## src/rtl/dac_xy_sequencer_pkg.sv

```systemverilog
// Shared constants for the X/Y DAC sequencer: word width, channel codes
// and the one-hot state encoding.
package dac_xy_sequencer_pkg;

    localparam int BITS_DEF = 12;

    localparam logic AXIS_X = 1'b0;
    localparam logic AXIS_Y = 1'b1;

    typedef logic [6:0] state_t;

    localparam state_t ST_IDLE   = 7'b000_0001;
    localparam state_t ST_LOAD_X = 7'b000_0010;
    localparam state_t ST_WAIT_X = 7'b000_0100;
    localparam state_t ST_LOAD_Y = 7'b000_1000;
    localparam state_t ST_WAIT_Y = 7'b001_0000;
    localparam state_t ST_LDAC   = 7'b010_0000;
    localparam state_t ST_SETTLE = 7'b100_0000;

    function automatic int max_int(input int a, input int b);
        return (a > b) ? a : b;
    endfunction

endpackage

```

## src/rtl/dac_xy_sequencer_if.sv

```systemverilog
// Stepper/DAC-driver side signals of the sequencer. master = stepper and
// driver environment, slave = the sequencer itself.
interface dac_xy_sequencer_if import dac_xy_sequencer_pkg::*; #(
    parameter int BITS = BITS_DEF
);
    logic [BITS-1:0] i_x;
    logic [BITS-1:0] i_y;
    logic            i_force;
    logic            i_dac_ready;
    logic            o_dac_strobe;
    logic            o_dac_axis;
    logic [BITS-1:0] o_dac_value;
    logic            o_ldac_n;
    logic            o_halt;
    logic            o_busy;

    modport master (
        output i_x, i_y, i_force, i_dac_ready,
        input  o_dac_strobe, o_dac_axis, o_dac_value, o_ldac_n, o_halt, o_busy
    );

    modport slave (
        input  i_x, i_y, i_force, i_dac_ready,
        output o_dac_strobe, o_dac_axis, o_dac_value, o_ldac_n, o_halt, o_busy
    );
endinterface

```

## src/rtl/dac_xy_sequencer_dwell_timer.sv

```systemverilog
// Saturating down-counter shared by the LDAC pulse and the settle dwell;
// done is the terminal-count compare against zero.
module dac_dwell_timer #(
    parameter int W = 2
) (
    input  logic         i_clk,
    input  logic         i_rst,
    input  logic         i_load,
    input  logic [W-1:0] i_load_val,
    input  logic         i_count,
    output logic         o_done
);
    logic [W-1:0] r_cnt;

    always_ff @(posedge i_clk or posedge i_rst) begin
        if (i_rst) begin
            r_cnt <= '0;
        end else if (i_load) begin
            r_cnt <= i_load_val;
        end else if (i_count && (r_cnt != '0)) begin
            r_cnt <= r_cnt - 1'b1;
        end
    end

    assign o_done = (r_cnt == '0);
endmodule

```

## src/rtl/dac_xy_sequencer.sv

```systemverilog
// Writes changed stepper coordinates to the dual-channel DAC driver, pulses
// LDAC once per point, dwells, and halts the stepper until the point is out.
module dac_xy_sequencer import dac_xy_sequencer_pkg::*; #(
    parameter int BITS          = BITS_DEF,
    parameter int LDAC_CYCLES   = 2,
    parameter int SETTLE_CYCLES = 4
) (
    input  logic                 i_clk,
    input  logic                 i_reset,
    dac_xy_sequencer_if.slave    bus
);
    localparam int CNT_MAX = max_int(LDAC_CYCLES, SETTLE_CYCLES);
    localparam int CNT_W   = $clog2(CNT_MAX + 1);
    localparam logic [CNT_W-1:0] LDAC_LOAD   = CNT_W'(LDAC_CYCLES - 1);
    localparam logic [CNT_W-1:0] SETTLE_LOAD = CNT_W'((SETTLE_CYCLES > 0) ? SETTLE_CYCLES - 1 : 0);

    state_t          r_state;
    logic [BITS-1:0] r_x_sh;
    logic [BITS-1:0] r_y_sh;
    logic [BITS-1:0] r_value;
    logic            r_valid;
    logic            r_force_pend;
    logic            r_owe_y;
    logic            r_first;
    logic            r_strobe;
    logic            r_axis;
    logic            r_ldac_n;

    logic             w_in_idle;
    logic             w_dx_chg;
    logic             w_dy_chg;
    logic             w_rdy_ok;
    logic             w_tmr_load;
    logic             w_tmr_count;
    logic             w_tmr_done;
    logic [CNT_W-1:0] w_tmr_val;

    assign w_in_idle = (r_state == ST_IDLE);
    assign w_dx_chg  = !r_valid || r_force_pend || (bus.i_x != r_x_sh);
    assign w_dy_chg  = !r_valid || r_force_pend || (bus.i_y != r_y_sh);
    // The driver keeps ready high for one clock after a strobe, so the first
    // WAIT cycle must not treat it as completion.
    assign w_rdy_ok  = !r_first && bus.i_dac_ready;

    assign bus.o_halt       = !w_in_idle || w_dx_chg || w_dy_chg;
    assign bus.o_busy       = !w_in_idle;
    assign bus.o_dac_strobe = r_strobe;
    assign bus.o_dac_axis   = r_axis;
    assign bus.o_dac_value  = r_value;
    assign bus.o_ldac_n     = r_ldac_n;

    always_comb begin
        w_tmr_load = 1'b0;
        w_tmr_val  = LDAC_LOAD;
        if (((r_state == ST_WAIT_Y) || ((r_state == ST_WAIT_X) && !r_owe_y)) && w_rdy_ok) begin
            w_tmr_load = 1'b1;
        end else if ((r_state == ST_LDAC) && w_tmr_done) begin
            w_tmr_load = 1'b1;
            w_tmr_val  = SETTLE_LOAD;
        end
    end

    assign w_tmr_count = (r_state == ST_LDAC) || (r_state == ST_SETTLE);

    dac_dwell_timer #(.W(CNT_W)) u_dwell (
        .i_clk      (i_clk),
        .i_rst      (i_reset),
        .i_load     (w_tmr_load),
        .i_load_val (w_tmr_val),
        .i_count    (w_tmr_count),
        .o_done     (w_tmr_done)
    );

    always_ff @(posedge i_clk or posedge i_reset) begin
        if (i_reset) begin
            r_state      <= ST_IDLE;
            r_x_sh       <= '0;
            r_y_sh       <= '0;
            r_value      <= '0;
            r_valid      <= 1'b0;
            r_force_pend <= 1'b0;
            r_owe_y      <= 1'b0;
            r_first      <= 1'b0;
            r_strobe     <= 1'b0;
            r_axis       <= AXIS_X;
            r_ldac_n     <= 1'b1;
        end else begin
            r_strobe <= 1'b0;
            // A force arriving on the very cycle IDLE is left must survive.
            if (bus.i_force) begin
                r_force_pend <= 1'b1;
            end else if (w_in_idle && (w_dx_chg || w_dy_chg)) begin
                r_force_pend <= 1'b0;
            end

            case (r_state)
                ST_IDLE: begin
                    if (w_dx_chg || w_dy_chg) begin
                        r_x_sh  <= bus.i_x;
                        r_y_sh  <= bus.i_y;
                        r_owe_y <= w_dy_chg;
                        r_state <= w_dx_chg ? ST_LOAD_X : ST_LOAD_Y;
                    end
                end
                ST_LOAD_X: begin
                    if (bus.i_dac_ready) begin
                        r_strobe <= 1'b1;
                        r_axis   <= AXIS_X;
                        r_value  <= r_x_sh;
                        r_first  <= 1'b1;
                        r_state  <= ST_WAIT_X;
                    end
                end
                ST_WAIT_X: begin
                    r_first <= 1'b0;
                    if (w_rdy_ok) begin
                        if (r_owe_y) begin
                            r_state <= ST_LOAD_Y;
                        end else begin
                            r_ldac_n <= 1'b0;
                            r_state  <= ST_LDAC;
                        end
                    end
                end
                ST_LOAD_Y: begin
                    if (bus.i_dac_ready) begin
                        r_strobe <= 1'b1;
                        r_axis   <= AXIS_Y;
                        r_value  <= r_y_sh;
                        r_first  <= 1'b1;
                        r_state  <= ST_WAIT_Y;
                    end
                end
                ST_WAIT_Y: begin
                    r_first <= 1'b0;
                    if (w_rdy_ok) begin
                        r_ldac_n <= 1'b0;
                        r_state  <= ST_LDAC;
                    end
                end
                ST_LDAC: begin
                    if (w_tmr_done) begin
                        r_ldac_n <= 1'b1;
                        if (SETTLE_CYCLES == 0) begin
                            r_valid <= 1'b1;
                            r_state <= ST_IDLE;
                        end else begin
                            r_state <= ST_SETTLE;
                        end
                    end
                end
                ST_SETTLE: begin
                    if (w_tmr_done) begin
                        r_valid <= 1'b1;
                        r_state <= ST_IDLE;
                    end
                end
                default: r_state <= ST_IDLE;
            endcase
        end
    end
endmodule
```

## src/flat_wrapper.sv

```systemverilog
// flat-port wrapper written by rule: the top's interface ports become plain ports
module dac_xy_sequencer_flat import dac_xy_sequencer_pkg::*;
#(
    parameter int BITS          = BITS_DEF,
    parameter int LDAC_CYCLES   = 2,
    parameter int SETTLE_CYCLES = 4
)
  (i_clk, i_reset, bus_i_x, bus_i_y, bus_i_force, bus_i_dac_ready, bus_o_dac_strobe, bus_o_dac_axis, bus_o_dac_value, bus_o_ldac_n, bus_o_halt, bus_o_busy);
  dac_xy_sequencer_if #(.BITS(BITS)) bus_i ();
  input  logic i_clk;
  input  logic i_reset;
  input wire logic [$bits(bus_i.i_x)-1:0] bus_i_x;
  input wire logic [$bits(bus_i.i_y)-1:0] bus_i_y;
  input wire logic [$bits(bus_i.i_force)-1:0] bus_i_force;
  input wire logic [$bits(bus_i.i_dac_ready)-1:0] bus_i_dac_ready;
  output wire logic [$bits(bus_i.o_dac_strobe)-1:0] bus_o_dac_strobe;
  output wire logic [$bits(bus_i.o_dac_axis)-1:0] bus_o_dac_axis;
  output wire logic [$bits(bus_i.o_dac_value)-1:0] bus_o_dac_value;
  output wire logic [$bits(bus_i.o_ldac_n)-1:0] bus_o_ldac_n;
  output wire logic [$bits(bus_i.o_halt)-1:0] bus_o_halt;
  output wire logic [$bits(bus_i.o_busy)-1:0] bus_o_busy;
  assign bus_i.i_x = bus_i_x;
  assign bus_i.i_y = bus_i_y;
  assign bus_i.i_force = bus_i_force;
  assign bus_i.i_dac_ready = bus_i_dac_ready;
  assign bus_o_dac_strobe = bus_i.o_dac_strobe;
  assign bus_o_dac_axis = bus_i.o_dac_axis;
  assign bus_o_dac_value = bus_i.o_dac_value;
  assign bus_o_ldac_n = bus_i.o_ldac_n;
  assign bus_o_halt = bus_i.o_halt;
  assign bus_o_busy = bus_i.o_busy;
  dac_xy_sequencer #(.BITS(BITS), .LDAC_CYCLES(LDAC_CYCLES), .SETTLE_CYCLES(SETTLE_CYCLES)) u_core (.i_clk(i_clk), .i_reset(i_reset), .bus(bus_i));
endmodule
```

## config.mk

```make
export PLATFORM = sky130hd
export DESIGN_NAME = dac_xy_sequencer_flat
export DESIGN_NICKNAME = d
export VERILOG_FILES = /design/src/rtl/dac_xy_sequencer_pkg.sv /design/src/rtl/dac_xy_sequencer_if.sv /design/src/rtl/dac_xy_sequencer_dwell_timer.sv /design/src/rtl/dac_xy_sequencer.sv /design/src/flat_wrapper.sv
export SDC_FILE = /design/constraint.sdc
export NUM_CORES = 1
export LEC_CHECK = 0
export ABC_CLOCK_PERIOD_IN_PS = 2450
export CORE_MARGIN = 8
export CORE_UTILIZATION = 53
export CTS_CLUSTER_DIAMETER = 40
export CTS_CLUSTER_SIZE = 40
export DETAILED_ROUTE_END_ITERATION = 10
export PLACE_DENSITY = 0.8
export SLEW_MARGIN = 40
export SYNTH_ARGS = -nofsm -noshare
export SYNTH_HDL_FRONTEND = slang
export SYNTH_HIERARCHICAL = 1
export SYNTH_SLANG_ARGS = --single-unit
```

## constraint.sdc

```tcl
create_clock -name i_clk -period 2.45 [get_ports i_clk]
set_input_delay 0.735 -clock i_clk [delete_from_list [all_inputs] [get_ports i_clk]]
set_output_delay 0.735 -clock i_clk [all_outputs]
set_load 0.02 [all_outputs]
```

; ---- After elaboration in Yosys (flattened, before gate mapping)
; Index checks and enable logic that the tools add are counted.
; W data, S select, Z words.
[totals]
ff_bits = 53
latchBits = 0
mem_bits_rw = 0
mem_bits_ro = 0
inputBits = 28
output_inout_bits = 17
word_cells = 96
mem_count = 0
[classes]
addsub = 1
multipliers = 0
div_mod_pow = 0
order_cmp = 0
eq_ne = 18
shifts = 0
mux = 32
bitwise_logic = 0
reduce_logical = 33
[ops]
columns = op, n
row1 = $mux W7, 7
row2 = $pmux W7 S7, 1
row3 = $mux W12, 2
row4 = $ne A12 B12 Y1, 2
row5 = $pmux W12 S2, 1
row6 = $mux W1, 12
row7 = $ne A2 B1 Y1 const B, 5
row8 = $mux W3, 3
row9 = $logic_or A1 B1 Y1, 8
row10 = $ne A2 B2 Y1 const B, 4
row11 = $reduce_bool A2 Y1, 4
row12 = $eq A7 B1 Y1 const B, 1
row13 = $eq A7 B2 Y1 const B, 1
row14 = $eq A7 B3 Y1 const B, 1
row15 = $eq A7 B4 Y1 const B, 1
row16 = $eq A7 B5 Y1 const B, 1
row17 = $eq A7 B6 Y1 const B, 1
row18 = $eq A7 B7 Y1 const B, 1
row19 = $reduce_and A7 Y1, 1
row20 = $logic_and A1 B1 Y1, 6
row21 = $mux W6, 1
row22 = $reduce_and A2 Y1, 3
row23 = $reduce_bool A3 Y1, 2
row24 = $reduce_and A5 Y1, 1
row25 = other kinds (9), 14

; ---- Longest topological paths before layout
; Gate-level depths: netlist (run 1).
[depth]
word_depth = 7
mapped_depth = 7
depth_no_buf = 7

; ---- Modules after synthesis
; The synthesis (run 1) kept the hierarchy.
[modules_own_cells]
columns = module, instances, cells_per_inst, area_per_inst_um2, seq_area_each_um2
row1 = dac_xy_sequencer, 1, 220, 2483.6, 1253.7
row2 = dac_dwell_timer, 1, 20, 193.9, 75.1

; ---- Least setup slack after synthesis (run 1)
; Ideal clock, no wire load.
[synth_path]
path_kind = input to output
from = input bus_i_x[8]
to = output bus_o_halt
arrival_ps = 1659
t_required_ps = 1715
path_slack_ps = 56
path_stages = 4
path_buffers = 0
path_cell_list = xnor2_1 > nand4_1 > nor4_4 > nand3b_1
[synth_via]
elab_chain_cells = 4
[synth_rtl]
columns = item, line_no
row1 = from (decl), flat_wrapper.sv:12  ; input wire logic [$bits(bus_i.i_x)-1:0] bus_i_x;
row2 = $ne A12 B12 Y1, dac_xy_sequencer.sv:39  ; assign w_dx_chg = !r_valid || r_force_pend || (bus.i_x != r_x_sh);
row3 = $logic_or A1 B1 Y1, dac_xy_sequencer.sv:39
row4 = $logic_or A1 B1 Y1 (2 in series), dac_xy_sequencer.sv:45  ; assign bus.o_halt = !w_in_idle || w_dx_chg || w_dy_chg;
row5 = to (decl), flat_wrapper.sv:20  ; output wire logic [$bits(bus_i.o_halt)-1:0] bus_o_halt;
; No other way between the ends.

; ---- Worst setup path after layout (run 1)
[layout_path]
from = input bus_i_y[2]
to = output bus_o_halt
[layout_via]
elab_chain_cells = 3
[layout_rtl]
columns = item, line_no
row1 = from (decl), flat_wrapper.sv:13  ; input wire logic [$bits(bus_i.i_y)-1:0] bus_i_y;
row2 = $ne A12 B12 Y1, dac_xy_sequencer.sv:40  ; assign w_dy_chg = !r_valid || r_force_pend || (bus.i_y != r_y_sh);
row3 = $logic_or A1 B1 Y1, dac_xy_sequencer.sv:40
row4 = $logic_or A1 B1 Y1, dac_xy_sequencer.sv:45
; No other way between the ends.

==> summary.md, run 1 <==
| Metric | Value |
|---|---|
| Status | `complete, but fails checks` |
| Violated checks | `negative setup slack` |
| Setup ws final | `-0.184 ns` |
| Yosys reg bits | `53` |
| Clk_skew | `roughly 0.0036 ns` |
| Endpoints failing setup | `1` |
| Critical path required time | `approximately 1.7 ns` |
| Nets | `about 360` |
| Peak supply drop | `roughly 0.7 mV` |
| Routed wire length | `approximately 6200 µm` |
| EDFF count, synth | `0` |
| Die width | `87.1 µm` |
| Layout cells sized above 1 | `between 30% and 40%` |
| Worst-path fanout max | `2` |
| Main synth FF type | `dfrtp_1` |
| Initial antenna violation count | `0` |
| Maxcap violations | `0` |
| Hold Crit Class | `reg -> reg` |
| DR vias/cell | `5.11` |
| DIE AREA | `7580 µm²` |
| Clock sink count | `53` |
| Placer Congestion | `0.853` |
| DR pass1 iterations | `4` |
| Core footprint | `4980 µm²` |
| Mapped Cells | `240` |
| Hold Slack | `0.461 ns` |
| Arr. time, crit path | `between 1.5 and 2 ns` |
| DRT antenna net count | `0` |
| Vias in the first global route | `2,178` |
| Overall Power | `~4.2 mW` |
| Pleak | `about 1.6 nW` |
| Ys Warns | `6` |
| # port buffers | `between 40 and 50` |
| Clk pin slew, worst setup/hold paths | `~0.090 ns` |
| Worst-case clock buffer depth | `2` |
| Root Buffer | `clkbuf_8` |
| Area contributors post-synth | `dfrtp_1 (48%), mux2_2 (11%), xnor2_1 (6.5%)` |
| Vias | `a little over 2,000` |
| CP Capture Type | `output port` |
| Hold Buf Count CTS | `0` |
| Starting Density | `between 50 and 60%` |
| Synth async-reset ratio | `100%` |
| Post-Syn Area | `between 2000 and 3000 µm²` |
| Count of pins over their slew limit | `0` |
| Final period utilization | `108%` |
| Most frequent cells in the layout | `dfrtp_1 (51), buf_4 (39), nand2_1 (26), mux2_2 (25), clkdlybuf4s50_1 (18)` |
| RSZ-0062 raised after global routing | `yes` |
| DRC errors left | `0` |
| Yosys cell types | `45` |
| Commonest non-fill, non-tap cell in the layout | `dfrtp_1` |
| Row Count | `26` |
| Die height | `between 80 and 90 µm` |
| Number of DRC markers in iteration 0 | `between 80 and 90` |
| H-tree depth | `2` |
| Synth top area share | `a little under half` |
| Wire length per cell | `about 16 µm` |
| Cell taking the most area after synthesis | `dfrtp_1` |
| Final Hold Fails | `0` |
| Seq/Total Area, Yosys | `roughly 50%` |
| TritonCTS clock tree | `done` |
| Total gr overflow | `0` |
| Max Freq | `0.380 GHz` |
| Dpl hpwl | `around 4500 µm` |
| P per Cell Area | `between 1000 and 1500 nW/µm²` |
| Area grow syn2layout | `34.8%` |
| Clk_lat worst skew | `0.30 ns` |
| Critical path class | `in -> out` |
| Critical path startpoint category | `input pin` |
| Syn Area/Cell | `roughly 11 µm²` |
| Total GRT Usage | `17.3%` |
| Ports | `45` |
| Diodes inserted | `0` |
| Synth Net Count | `270` |
| Largest net degree at the start of global routing | `21` |
| First-pass GRT wire length | `10,300 µm` |
| Crit path time final | `~2.6 ns` |
| CTS Buf Count | `5` |
| Setup TNS | `-0.184 ns` |
-- worst paths after layout --
kind / slack [ns] / depth (start not counted) / from / end
worst max register to register: 0.12 / 9 / u_core/r_y_sh[2] / u_core/r_y_sh[1]
min in group asynchronous: 0.64 / 2 / i_reset / u_core/u_dwell/r_cnt[0]
worst min-delay path: 0.46 / 2 / u_core/bus.o_ldac_n / u_core/bus.o_ldac_n
worst max-delay path: -0.18 / 6 / bus_i_y[2] / bus_o_halt
max in group asynchronous: 1.10 / 3 / i_reset / u_core/bus.o_ldac_n
worst min register to register: 0.46 / 2 / u_core/bus.o_ldac_n / u_core/bus.o_ldac_n
-- worst max-delay path: stages --
cell      delay (ns)
buf_6           0.10
xor2_2          0.14
nor4_2          0.34
nand4_1         0.20
nand3b_1        0.23
buf_6           0.16
-- power by group --
part           internal [mW]  leakage, nW  switching [mW]
registers               1.27        0.646           0.311
clock network          0.199       0.0450           0.282
logic                   1.16        0.925           0.961
-- metrics by stage --
step           setup slack, ns  utilization (%)  instance area [µm²]  std cells
6_report                -0.184             72.5                 3610        398
2_1_floorplan           0.0560                -                 2680        240
3_5_place_dp            -0.997             68.2                 3390        379
3_3_place_gp            -0.919             68.2                 3390        379
4_1_cts                 -0.201             71.7                 3570        395
5_1_grt                 -0.235             72.5                 3610        398
-- what timing repair did --
item / CTS / global route
endpoints found under the setup margin: 30 / 26
pin swaps: 20 / 24
cloned: 0 / 1
buffers inserted: 8 / 3
gates resized for setup: 54 / 21
-- synthesized netlist by cell type (3+ instances only) --
library cell,number
nand3_1,3
nand2_1,26
nor2b_1,3
a21oi_1,5
inv_1,15
xor2_1,4
mux2i_1,12
mux2_2,25
or4b_1,3
nand4_1,4
dfrtp_1,51
xnor2_1,20
nor2_1,8
nor3_1,3
nand2b_1,7
o21ai_0,15
-- routing by layer --
metal / global-route usage [%] / routed length, µm
met5: 0 / 0
met4: 6.10 / 116
met3: 4.34 / 249
met2: 28.9 / 3100
met1: 21.1 / 2760
-- registers in the layout (all words and copies together) (netlist names), 3 cells and up --
signal	flops
u_core/r_x_sh	12
u_core/bus.o_dac_value	12
u_core/u_dwell/r_cnt	3
u_core/r_state	7
u_core/r_y_sh	12
-- kinds of logic after synthesis --
family	share of synthesized area, %
fa+ha+maj	0.934
compound gates	7.80
simple gates	13.9
other cells	0.280
mux	16.1
xor+xnor	7.85
flops	49.6
buf+inv	3.50
-- layout make-up --
cell class	instances	area (µm²)
inverter	15	56.3
tap	70	87.6
timing repair buffer	85	699
fill	354	1370
multi-input combinational	167	1350
clock buffer	6	72.6
sequential	53	1330
clock inverter	2	10.0
Note: power is estimated with default switching activity, not from simulation.
==> run 2, diff against run 1 <==
--- a/config.mk
+++ b/config.mk
@@ -5,7 +5,6 @@
 export SDC_FILE = /design/constraint.sdc
 export NUM_CORES = 1
 export LEC_CHECK = 0
-export ABC_CLOCK_PERIOD_IN_PS = 2450
 export CORE_MARGIN = 8
 export CORE_UTILIZATION = 53
 export CTS_CLUSTER_DIAMETER = 40
==> results of run 2 <==
No change in the layout: final DEF, timing and power equal those of run 1.
==> run 3, diff against run 2 <==
--- a/config.mk
+++ b/config.mk
@@ -8,7 +8,6 @@
 export CORE_MARGIN = 8
 export CORE_UTILIZATION = 53
 export CTS_CLUSTER_DIAMETER = 40
-export CTS_CLUSTER_SIZE = 40
 export DETAILED_ROUTE_END_ITERATION = 10
 export PLACE_DENSITY = 0.8
 export SLEW_MARGIN = 40
==> results of run 3 <==
No change in the layout: final DEF, timing and power equal those of run 1.
